[src/rtl/ccff_loader_pkg.sv]
// Shared types and helpers for the configuration-chain loader.
package ccff_loader_pkg;
  localparam int DEF_WORD_W = 32;
  localparam int DEF_LEN_W  = 24;

  typedef enum logic [1:0] {ST_IDLE, ST_LOAD, ST_DRAIN} state_t;

  function automatic int unsigned ceil_words(input int unsigned len,
                                             input int unsigned w = DEF_WORD_W);
    return (len + w - 1) / w;
  endfunction
endpackage

[src/rtl/ccff_serdes.sv]
// Word-to-bit serialiser (ibuf) and bit-to-word deserialiser (acc + obuf) for the chain.
module ccff_serdes
  import ccff_loader_pkg::*;
#(
  parameter int WORD_W = DEF_WORD_W
) (
  input  logic              clk,
  input  logic              rst,
  input  logic              clr,
  input  logic              run,
  input  logic              flush,
  input  logic              ibuf_drop,
  input  logic              in_fire,
  input  logic [WORD_W-1:0] in_data,
  input  logic              out_ready,
  input  logic              ccff_tail,
  output logic              shift,
  output logic              cur_bit,
  output logic              ibuf_empty,
  output logic              ibuf_last,
  output logic              acc_empty,
  output logic              out_valid,
  output logic [WORD_W-1:0] out_data
);
  localparam int CW = $clog2(WORD_W + 1);

  logic [WORD_W-1:0] ibuf, acc, rem_d, m_d, send_d;
  logic [CW-1:0]     icnt, acnt, rem_c, m_c;
  logic              send, acc_full, obuf_free;

  assign acc_full   = acnt == CW'(WORD_W);
  assign obuf_free  = !out_valid || out_ready;
  assign shift      = run && icnt != '0 && (!acc_full || obuf_free);
  assign cur_bit    = ibuf[WORD_W-1];
  assign ibuf_empty = icnt == '0;
  assign ibuf_last  = icnt == CW'(1);
  assign acc_empty  = acnt == '0;

  // A word completed by this cycle's bit goes straight to obuf when it is free,
  // so the final readback word is presented the cycle after the last shift.
  always_comb begin
    rem_d  = acc;
    rem_c  = acnt;
    send   = 1'b0;
    send_d = acc;
    if (acc_full && obuf_free) begin
      send  = 1'b1;
      rem_d = '0;
      rem_c = '0;
    end
    m_d = rem_d;
    m_c = rem_c;
    if (shift) begin
      for (int i = 0; i < WORD_W; i++)
        if (rem_c == CW'(WORD_W - 1 - i)) m_d[i] = ccff_tail;
      m_c = rem_c + CW'(1);
    end
    if (!send && m_c != '0 && (m_c == CW'(WORD_W) || flush) && obuf_free) begin
      send   = 1'b1;
      send_d = m_d;
      m_d    = '0;
      m_c    = '0;
    end
  end

  always_ff @(posedge clk) begin
    if (rst || clr) begin
      ibuf      <= '0;
      icnt      <= '0;
      acc       <= '0;
      acnt      <= '0;
      out_data  <= '0;
      out_valid <= 1'b0;
    end else begin
      if (in_fire) begin
        ibuf <= in_data;
        icnt <= CW'(WORD_W);
      end else if (ibuf_drop) begin
        ibuf <= '0;
        icnt <= '0;
      end else if (shift) begin
        ibuf <= ibuf << 1;
        icnt <= icnt - CW'(1);
      end
      acc  <= m_d;
      acnt <= m_c;
      if (send) begin
        out_data  <= send_d;
        out_valid <= 1'b1;
      end else if (out_valid && out_ready) begin
        out_data  <= '0;
        out_valid <= 1'b0;
      end
    end
  end
endmodule

[src/rtl/ccff_chain_loader.sv]
// Loads a ccff_head->ccff_tail configuration chain from a word stream and
// returns the displaced chain contents as readback words.
module ccff_chain_loader
  import ccff_loader_pkg::*;
#(
  parameter int WORD_W = DEF_WORD_W,
  parameter int LEN_W  = DEF_LEN_W
) (
  input  logic              prog_clk,
  input  logic              pReset,
  input  logic              cfg_start,
  input  logic [LEN_W-1:0]  cfg_len,
  input  logic              cfg_abort,
  input  logic              in_valid,
  output logic              in_ready,
  input  logic [WORD_W-1:0] in_data,
  output logic              out_valid,
  input  logic              out_ready,
  output logic [WORD_W-1:0] out_data,
  output logic              ccff_head,
  output logic              ccff_shift_en,
  input  logic              ccff_tail,
  output logic              busy,
  output logic              done,
  output logic              error,
  output logic [LEN_W-1:0]  bits_left
);
  state_t state;
  logic   head_q, run, shift, cur_bit, ibuf_empty, ibuf_last, acc_empty;
  logic   last_shift, in_fire, active;

  assign active     = state != ST_IDLE;
  assign run        = state == ST_LOAD && !cfg_abort && !pReset;
  assign last_shift = shift && bits_left == LEN_W'(1);
  assign in_ready   = run && (ibuf_empty || (shift && ibuf_last)) &&
                      bits_left > LEN_W'(shift);
  assign in_fire    = in_valid && in_ready;

  assign ccff_shift_en = shift;
  assign ccff_head     = shift ? cur_bit : head_q;
  assign busy          = active;

  ccff_serdes #(.WORD_W(WORD_W)) u_serdes (
    .clk       (prog_clk),
    .rst       (pReset),
    .clr       (active && cfg_abort),
    .run       (run),
    .flush     (state == ST_DRAIN || last_shift),
    .ibuf_drop (last_shift),
    .in_fire   (in_fire),
    .in_data   (in_data),
    .out_ready (out_ready),
    .ccff_tail (ccff_tail),
    .shift     (shift),
    .cur_bit   (cur_bit),
    .ibuf_empty(ibuf_empty),
    .ibuf_last (ibuf_last),
    .acc_empty (acc_empty),
    .out_valid (out_valid),
    .out_data  (out_data)
  );

  always_ff @(posedge prog_clk) begin
    if (pReset) begin
      state     <= ST_IDLE;
      bits_left <= '0;
      head_q    <= 1'b0;
      done      <= 1'b0;
      error     <= 1'b0;
    end else begin
      done  <= 1'b0;
      error <= 1'b0;
      if (shift) head_q <= cur_bit;
      case (state)
        ST_IDLE:
          if (cfg_start) begin
            if (cfg_len != '0) begin
              bits_left <= cfg_len;
              state     <= ST_LOAD;
            end else begin
              error <= 1'b1;
            end
          end
        ST_LOAD:
          if (cfg_abort) begin
            error     <= 1'b1;
            bits_left <= '0;
            head_q    <= 1'b0;
            state     <= ST_IDLE;
          end else if (shift) begin
            bits_left <= bits_left - LEN_W'(1);
            if (bits_left == LEN_W'(1)) state <= ST_DRAIN;
          end
        ST_DRAIN:
          if (cfg_abort) begin
            error     <= 1'b1;
            bits_left <= '0;
            head_q    <= 1'b0;
            state     <= ST_IDLE;
          end else if (acc_empty && (!out_valid || out_ready)) begin
            done   <= 1'b1;
            head_q <= 1'b0;
            state  <= ST_IDLE;
          end
        default: state <= ST_IDLE;
      endcase
    end
  end
endmodule
[config.mk]
export PLATFORM = sky130hd
export DESIGN_NAME = ccff_chain_loader
export DESIGN_NICKNAME = d
export VERILOG_FILES = /design/src/rtl/ccff_loader_pkg.sv /design/src/rtl/ccff_serdes.sv /design/src/rtl/ccff_chain_loader.sv
export SDC_FILE = /design/constraint.sdc
export NUM_CORES = 1
export LEC_CHECK = 0
export ABC_CLOCK_PERIOD_IN_PS = 3360
export BUFFER_PORTS_ARGS = -buffer_cell sky130_fd_sc_hd__clkbuf_2
export CAP_MARGIN = 15
export CORE_UTILIZATION = 59
export CTS_BUF_LIST = sky130_fd_sc_hd__clkbuf_4
export CTS_CLUSTER_DIAMETER = 80
export DETAILED_ROUTE_END_ITERATION = 8
export PLACE_DENSITY = 0.83
export SETUP_SLACK_MARGIN = 0.02
export SLEW_MARGIN = 10
export SYNTH_ARGS = -nofsm -noshare
export SYNTH_HDL_FRONTEND = slang
export SYNTH_SLANG_ARGS = --single-unit
[constraint.sdc]
create_clock -name prog_clk -period 3.36 [get_ports prog_clk]
set_input_delay 0.336 -clock prog_clk [delete_from_list [all_inputs] [get_ports prog_clk]]
set_output_delay 0.336 -clock prog_clk [all_outputs]
set_load 0.02 [all_outputs]
Yosys cells after proc, flatten, opt, wreduce, memory -nomap -nowiden. Index checks and enable logic that the tools add are counted.

ROM bits: 0. Output and inout port bits: 63. Logic and storage cells: 177. Memories kept: 0. Bits in writable memories: 0. Register bits: 138. Input bits: 63. Bits in latches: 0.

Bitwise logic cells: 1. Multipliers: 0. $add $sub $neg: 3. Multiplexer cells: 73. Reductions and logical operators: 44. Equal/unequal tests: 43. Div/mod/pow operators: 0. $lt $le $gt $ge: 1. Shift-type cells: 0.

Operators by type and width (number): 32-bit 2-to-1 mux (8); 24-bit 2-to-1 mux (5); 6-bit by 5-bit equality test with 1-bit output, second input constant (16); 24-bit one-hot mux with 3 select lines (1); 6-bit by 4-bit equality test with 1-bit output, second input constant (8); 1-bit 2-to-1 mux (44); 6-bit 2-to-1 mux (5); 24-bit by 1-bit equality test with 1-bit output, second input constant (1); 6-bit by 3-bit equality test with 1-bit output, second input constant (4); 24-bit by 1-bit greater-than comparator with 1-bit output (1); 24-bit nonzero test (1); 24-bit by 1-bit subtractor with 24-bit output, second input constant (1); 6-bit zero test (3); 1-bit logical AND (16); 2-bit 2-to-1 mux (7); 6-bit by 1-bit equality test with 1-bit output, second input constant (2); 6-bit by 2-bit equality test with 1-bit output, second input constant (2); 6-bit equality test, second input constant (2); 6-bit nonzero test (2); 5-bit AND reduction (2); 6-bit by 1-bit adder with 6-bit output, second input constant (1); 1-bit logical OR (6); 2-bit != test, second input constant (3); 3-bit by 2-bit != test with 1-bit output, second input constant (2); 13 further kinds (22).

Longest topological paths before layout. Gate-level depths: netlist of the first run.

Word-level depth: 12. Mapped depth: 15. Depth with buffers taken out: 14.

Cells and area by module. A second synthesis of the first run with hierarchy kept.

Cell total of the unflattened synthesis: 1003. Area, all modules: 7531.0 um^2.

Modules (own cells, without submodules): ccff_serdes (instances 1, cells each 738, area each 5408.9 um^2, seq. area each 2182.1 um^2); ccff_chain_loader (instances 1, cells each 265, area each 2122.0 um^2, seq. area each 580.6 um^2).

Least setup slack after synthesis of the first run. No wires, ideal clock.

Path type: register to register. From: reg state[1]. To: reg u_serdes.ibuf[12]. Path buffers: 1. Path slack: 0.155 ns. Cell stages (with the launch flop): 15. Arrival time: 3.129 ns. Clock period less this slack: 3.205 ns. Library setup time: 0.075 ns. Required time: 3.285 ns. Cells stage by stage: dfxtp_1 inv_1 ha_1 or3b_4 a21oi_2 nand2_2 inv_2 ha_1 nor2_1 nor2_1 and4_1 nor3b_1 clkbuf_1 nand2_1 a31oi_1.

Word-level cells in the longest chain between the ends: 11. Elaborated cells on any way between the ends: 18. Classes of those cells: order compare (1); eq/ne (1); mux (2); reduce/logical (14).

RTL lines: start, declared (line ccff_chain_loader.sv:28) `state_t state;`; start signal, assigned (line ccff_chain_loader.sv:65) `state <= ST_IDLE;`; start signal, assigned (line ccff_chain_loader.sv:79) `state <= ST_LOAD;`; start signal, assigned (line ccff_chain_loader.sv:89) `state <= ST_IDLE;`; 2-bit by 1-bit equality test with 1-bit output * (line ccff_chain_loader.sv:33) `assign run = state == ST_LOAD && !cfg_abort && !pReset;`; 1-bit logical AND * (2 in series) (line ccff_chain_loader.sv:33); 1-bit logical AND * (2 in series) (line ccff_serdes.sv:33) `assign shift = run && icnt != '0 && (!acc_full || obuf_free);`; net ccff_shift_en (line ccff_chain_loader.sv:21) `output logic ccff_shift_en,`; branches (longest 6 deep; another with 24-bit by 1-bit greater-than comparator with 1-bit output); end signal, assigned (line ccff_serdes.sv:76) `ibuf <= in_data;`; end signal, assigned (line ccff_serdes.sv:82) `ibuf <= ibuf << 1;`; end, declared (line ccff_serdes.sv:27) `logic [WORD_W-1:0] ibuf, acc, rem_d, m_d, send_d;`.

Mark *: on every way through the listed nets, which the timed path passes. A chain may end at the register's enable or synchronous reset.

Final worst setup path of the first run.
From: reg state[1]. To: out in_ready.

Word-level cells in the longest chain between the ends: 9. Elaborated cells on any way between the ends: 10. Classes of those cells: order compare (1); eq/ne (1); reduce/logical (8).

RTL lines: 2-bit by 1-bit equality test with 1-bit output * (line ccff_chain_loader.sv:33); 1-bit logical AND * (2 in series) (line ccff_chain_loader.sv:33); branches (longest 5 deep; another with 24-bit by 1-bit greater-than comparator with 1-bit output); 1-bit logical AND * (line ccff_chain_loader.sv:35) `assign in_ready = run && (ibuf_empty || (shift && ibuf_last)) &&`; end, declared (line ccff_chain_loader.sv:15) `output logic in_ready,`.

Mark *: on every way between the ends.

==> flow_summary.toml, run 1 <==
[outcome]
status = "complete, no violations"

[grt]
grt_util_all_layers_pct = 31.7
overflow = 0
grt_max_degree = 50
first_global_vias = 6995
grt_pass1_wl_mm = 33.7
antenna_found_initial = 1

[timing]
tightest_slew_ns = 0.729
final_hold_viol_count = 0
min_period_ns = 3.16
setup_violations = 0
skew_ns = 0.0139
setup-tns-final_ns = 0
finalMaxSlewViolations = 0
fmax_mhz = 317
rsz0062_at_grt = "true"
max-slew-margin-rel_pct = 51.0
timing.final.crit_share_pct = 94.0
holdWs_ns = 0.0296

[min_path]
hp-start = "in_data[26]"
whs_path_depth = 3
min_path_type = "input port to register"
hold_end = "u_serdes.ibuf[26]"

[floorplanning]
start_util_pct = 60.4
core.rowCount = 41
core_um2 = 12600
die-width_um = 116
die_area_um2 = 13400
die_h_um = 116
io_pins = 126

[route]
wl_met3_mm = 1.44
antenna_left = 0
vias = 7813
drc = 0
maxUsedRoutingLayer = "met4"
wl_per_cell_um = 16.6
detail_route.first_pass.iterations = 8
met1_length_mm = 8.99
drtIter0Drc = 928
wl_met2_mm = 9.96
wirelength_mm = 20.9
via_per_inst = 6.22

[critical_path]
cp-start-kind = "register"
r2r_slack_ns = 0.26
r2r-end = "u_serdes.out_data[14]"
arrival_ns = 2.82
critPathRequiredTime_ns = 3.02
end_kind = "output port"
crit_type = "register to output port"
path_max_fanout = 5
rr_startpoint = "state[1]"
worst-r2r-cell-count = 10

[synthesis]
synth_area_um2 = 7630
synthFlopType = "dfxtp_1"
async_flop_share_pct = 0
avgSynthCellArea_um2 = 8.03
ys_warn_count = 0
synth_cell_type_count = 74
synth_seq_cells = 138
syn_nets = 1028
synth-edff-count = 0
syn-instance-count = 950
seq_area_frac_synth_pct = 36.2

[place]
place_area_um2 = 8370
hpwl_mm = 13.7
gp_congestion = 0.907
io_buffers = 125

[cells_and_area]
design_area_um2 = 8810
nets = 1148
area_delta_synth_final_pct = 15.5
drive_above_1_share_pct = 21.2

[power_and_ir_drop]
cellInternalPower_uw = 2320
seqPwrFrac_pct = 51.7
pwr_density_cell_nw_per_um2 = 379
switching_power_uw = 1020
swShare_pct = 30.6
leakage_uw = 0.00333
vdd_drop_max_uv = 419
combinationalPowerShare_pct = 17.4
clkPwrFrac_pct = 30.9

[clock_network]
cts_sinks = 138
clk_latency_ns = 0.55
cts_buffers = 17
cts.htree.levels = 4
cts_buffer_depth = 2
clk_pin_slew_ns = 0.12
cts_tree = "yes"
cts_root_buf = "clkbuf_4"

[job]
max_cap_violations = 0
cell usage in the layout, fill, tap and decap left out, types with 5 or more instances in the layout:
cell type,Yosys,routed
a31oi_1,45,45
dfxtp_1,138,138
nor3_1,27,26
o21ai_1,6,5
nor2_1,81,80
clkbuf_2,0,124
buf_4,6,43
xnor2_1,5,5
a2111o_1,12,12
ha_1,15,15
a2111oi_0,16,16
nor2b_1,12,12
nand3_1,54,53
nor4_1,23,23
a22oi_1,7,7
or3_1,14,14
and3_1,19,18
dlygate4sd3_1,0,13
nand3b_1,9,9
a21oi_1,64,64
clkinv_2,0,5
inv_1,30,30
o21ai_0,32,32
a221o_1,30,30
nand2b_1,7,7
a211oi_1,6,6
o31a_1,19,19
clkbuf_4,0,17
nand2_1,127,127
sequential cells by signal (all words and copies together), names as in the netlist:
name and cells:
error 1, u_serdes.out_valid 1, u_serdes.out_data 32, state 2, head_q 1, done 1
u_serdes.acnt 6, u_serdes.icnt 6, u_serdes.acc 32, u_serdes.ibuf 32, bits_left 24
how the worst max path moves through the flow:
stage	endpoint	slack (ns)	depth (start not counted)	start
after global routing	in_ready	-0.005	13	u_serdes.acnt[0]
after floorplan	u_serdes.ibuf[12]	0.16	14	state[1]
after detailed placement	u_serdes.out_data[26]	0.18	9	state[1]
after CTS	in_ready	0.06	12	state[1]
final	in_ready	0.20	12	state[1]
after global placement	u_serdes.out_data[27]	0.27	9	state[1]
stage by stage:
stage | setup WS, ns | utilization [%] | power (µW) | std cells
2_1_floorplan | 0.155 | - | 2130 | 950
3_3_place_gp | 0.265 | 66.3 | 2310 | 1207
3_5_place_dp | 0.184 | 66.3 | 2320 | 1207
4_1_cts | 0.0565 | 69.2 | 3340 | 1250
5_1_grt | -0.00541 | 69.8 | 3480 | 1256
6_report | 0.201 | 69.8 | 3340 | 1256
synthesized netlist by cell type (23+ instances only):
| master | number | share of area [%] |
|---|---|---|
| nand3_1 | 54 | 3.5 |
| inv_1 | 30 | 1.5 |
| nand2_1 | 127 | 6.3 |
| nor2_1 | 81 | 4.0 |
| o21ai_0 | 32 | 2.1 |
| dfxtp_1 | 138 | 36 |
| a31oi_1 | 45 | 3.7 |
| nor3_1 | 27 | 1.8 |
| a21oi_1 | 64 | 4.2 |
| nor4_1 | 23 | 1.9 |
| a221o_1 | 30 | 3.9 |
| clkbuf_1 | 45 | 2.2 |
what timing repair did:
item,in CTS,in global routing
endpoints found under the setup margin,0,19
hold buffers,11,2
setup buffers,0,3
endpoints found under the hold margin,11,2
resized for setup,0,7
cell families (layout without fill, tap and decap cells):
logic type	count (synthesis)	after routing	share of synthesized area, %
AO/OA/AOI/OAI	278	278	27.1
XOR/XNOR	8	8	0.919
buffers and inverters	110	243	6.86
flip-flops	138	138	36.2
multiplexers	6	6	0.820
other	0	1	0
adder cells (fa/ha/maj)	15	15	2.46
AND/OR/NAND/NOR	395	395	25.6
area by class of cell:
cell class                      instances  area, µm²
Clock inverter                         15        133
Multi-Input combinational cell        702       4380
Sequential cell                       138       2760
Inverter                               31        116
Tap cell                              172        215
Clock buffer                           17        128
Timing Repair Buffer                  180       1070
Antenna cell                            1       2.50
Fill cell                            1131       3810
metal layers:
layer,track usage (%),vias up
li1,-,3759
met1,40.1,3657
met2,52.8,351
met3,7.01,46
met4,12.4,0
met5,0,-
power by group through the flow:
| stage | clock network (µW) | registers, µW | logic, µW |
|---|---|---|---|
| after floorplan | 0 | 1790 | 347 |
| after global placement | 0 | 1760 | 548 |
| after detailed placement | 0 | 1760 | 554 |
| after CTS | 1040 | 1730 | 568 |
| after global routing | 1110 | 1730 | 630 |
| final | 1030 | 1730 | 581 |
worst max-delay path, cell delays in order, from the launching register on:
cell     delay [ns]
dfxtp_1        0.35
inv_1          0.08
ha_1           0.17
or3b_4         0.44
a21oi_4        0.19
nand2_2        0.09
inv_2          0.07
ha_1           0.22
nor2_1         0.11
nor2_1         0.04
and4_1         0.23
nor2_2         0.14
buf_4          0.16
No activity file was read; power rests on OpenSTA's default activity.
==> run 2: changes to the inputs <==
Settings changed: ABC_AREA set to 1.
==> run 2 against run 1 <==
Against the previous run: final cell count increased by 17%; first-iteration DRC count down 26%; sequential cell count unchanged; synthesized cell count up 24%; power up 53%; clock skew up 0.0017 ns; largest power group unchanged.
==> flow_summary.toml, run 2 <==
[outcome]
status = "complete, no violations"

[synthesis]
synthTopCellsByArea = "dfxtp_1, nand2_1, nand3_1, nor2_1, inv_1"
synth_cell_type_count = 38
synth_seq_cells = 138
synth-edff-count = 0
avgSynthCellArea_um2 = 6.44
async_flop_share_pct = 0
seq_area_frac_synth_pct = 36.5
synthFlopType = "dfxtp_1"
synth_top_area_cell = "dfxtp_1"
syn-instance-count = 1176
ys_warn_count = 0
synth_top_area_share_pct = 36.5
yosysMostFrequentCell = "nand2_1"
syn_nets = 1254
synth_common_cells = "nand2_1, nand3_1, dfxtp_1, nor2_1, inv_1"
synth_area_um2 = 7580

[timing]
fmax_mhz = 323
setup_violations = 0
setup-tns-final_ns = 0
tightest_slew_ns = 0.950
finalMaxSlewViolations = 0
min_period_ns = 3.10
timing.final.crit_share_pct = 92.3
max-slew-margin-rel_pct = 36.3
rsz0062_at_grt = "true"
final_hold_viol_count = 0
skew_ns = 0.0156

[place]
io_buffers = 125
hpwl_mm = 12.9
gp_congestion = 0.963
place_area_um2 = 8240

[power_and_ir_drop]
pwr_density_cell_nw_per_um2 = 591
vdd_drop_max_uv = 588
leakage_uw = 0.00422

[cells_and_area]
register_area_um2 = 2760
post-route-util_pct = 68.7
multiInputGateArea_um2 = 4070
drive_above_1_share_pct = 16.2
fillCellCount = 1139
area_delta_synth_final_pct = 13.9
reg.largest.list = "u_serdes.acc: 32 flops, u_serdes.ibuf: 32 flops, u_serdes.out_data: 32 flops"
diodes = 0
layout_commonest_cell = "nand2_1"
nets = 1358
final_cell_mix = "nand2_1, nand3_1, dfxtp_1, nor2_1, clkbuf_2"
design_area_um2 = 8630

[critical_path]
crit_type = "register to output port"
end_kind = "output port"
crit_buf_inv = 4
crit_family = "simple AND/OR/NAND/NOR gates"
arrival_ns = 2.76
path_max_fanout = 17
critPathRequiredTime_ns = 3.02
critPathSlowestCell = "dfxtp_1"
cp-start-kind = "register"
path_cells = "inv_1 -> nor2_2 -> inv_2 -> nor2_1 -> nor2_4 -> ha_1 -> o21ai_0 -> nor2_1 -> nand2_1 -> and3_4 -> buf_12 -> clkbuf_2"
crit_path_max_incr_delay_ns = 0.39
r2r_slack_ns = 0.36
cpMostUsedCell = "nor2_1"

[route]
detail_route.first_pass.iterations = 5
vias = 7825
drc = 0
via_per_inst = 5.34
wl_per_cell_um = 13.0
antenna_left = 0
wirelength_mm = 19.0
drtIter0Drc = 685

[floorplanning]
start_util_pct = 60.3
die_h_um = 115
core.rowCount = 41
core_um2 = 12600
die_area_um2 = 13300
die-width_um = 115
io_pins = 126

[job]
max_cap_violations = 0

[clock_network]
cts_root_buf = "clkbuf_4"
cts_tree = "yes"
cts_sinks = 138
cts_buffer_depth = 2
cts.htree.levels = 4
clk_pin_slew_ns = 0.11
cts_buffers = 17
cts_setup_buffers = 0
clk_latency_ns = 0.56

[grt]
grt_util_all_layers_pct = 29.4
grt_pass1_wl_mm = 31.5
first_global_vias = 6917
antenna_found_initial = 0
overflow = 0
grt_max_degree = 66

[min_path]
min_path_type = "input port to register"
## run 2: changes by cell type in the layout (fill, tap and decap cells not counted), sizes merged, moves of 15 or more
cell     previous run  this run
a2111oi            18         0
nand2             128       333
nor4               24         6
nor2               81       135
buf                43        20
and3               19         2
inv                32       112
a221o              30         0
a31oi              46         2
o31a               19         0
o21ai              38        53
nand3              54       182
nor3               29         9
## run 2: logic make-up (layout without fill, tap and decap cells)
| kind of cell | Yosys count | after routing | synth area share, % |
|---|---|---|---|
| XOR/XNOR | 6 | 6 | 0.694 |
| buffers and inverters | 179 | 296 | 10.2 |
| flip-flops | 138 | 138 | 36.5 |
| AO/OA/AOI/OAI | 156 | 156 | 11.5 |
| AND/OR/NAND/NOR | 681 | 681 | 38.6 |
| adder cells (fa/ha/maj) | 15 | 15 | 2.48 |
| multiplexers | 1 | 1 | 0.132 |
## run 2: path summary, 6_finish.rpt
| path | cells after the start | from | to |
|---|---|---|---|
| max | 12 | u_serdes.out_valid | in_ready |
| min | 3 | cfg_len[20] | bits_left[20] |
| max reg2reg | 18 | u_serdes.acnt[0] | u_serdes.out_data[4] |
| min reg2reg | 2 | u_serdes.out_data[4] | u_serdes.out_data[4] |
## run 2: per-layer routing
metal  track usage, %  part of all wire (%)
met3             6.27                   4.8
met5                0                     0
met4             11.9                   2.1
met1             36.2                    45
met2             50.0                    48
## run 2: what timing repair did
| item | CTS | global route |
|---|---|---|
| gates resized for setup | 2 | 8 |
| setup endpoints to repair | 1 | 34 |
| hold buffers | 5 | 0 |
| gates cloned | 0 | 1 |
| hold endpoints to repair | 5 | 0 |
## run 2: through the flow
| step | setup WS (ns) | hold WS, ns | std cells | total power [µW] |
|---|---|---|---|---|
| finish | 0.259 | 0.0445 | 1465 | 5100 |
| detailed placement | 0.336 | 0.473 | 1427 | 3960 |
| CTS | 0.0248 | 0.00225 | 1464 | 5090 |
| global route | 0.00975 | 0.0577 | 1465 | 5450 |
| floorplan | 0.763 | 0.414 | 1176 | 3430 |
| global placement | 0.435 | 0.451 | 1427 | 3930 |
## run 2: power breakdown
part | switching [µW] | internal (µW)
logic | 1340 | 655
clock network | 587 | 524
registers | 189 | 1810
total | 2110 | 2990
## run 2: cell type report
type	count	area share, %
Multi-Input combinational cell	859	47.2
Sequential cell	138	32.0
Timing Repair Buffer	151	10.1
Inverter	113	4.94
Tap cell	172	2.49
Clock buffer	20	1.74
Clock inverter	12	1.51
## run 2: worst register-to-register path, stage by stage, from the launching register on
cell and delay, ns:
dfxtp_1 0.37, inv_1 0.13, ha_1 0.20, inv_1 0.09
nor2_4 0.15, nand3_2 0.34, nand2_1 0.23, nand2_1 0.07
nand2_1 0.11, nand2_1 0.06, nor2_1 0.08, nand3_1 0.07
nand2_1 0.08, nand2_2 0.21, nand2_2 0.16, buf_12 0.24
nand2_1 0.15, nand2_1 0.07, a21oi_1 0.05
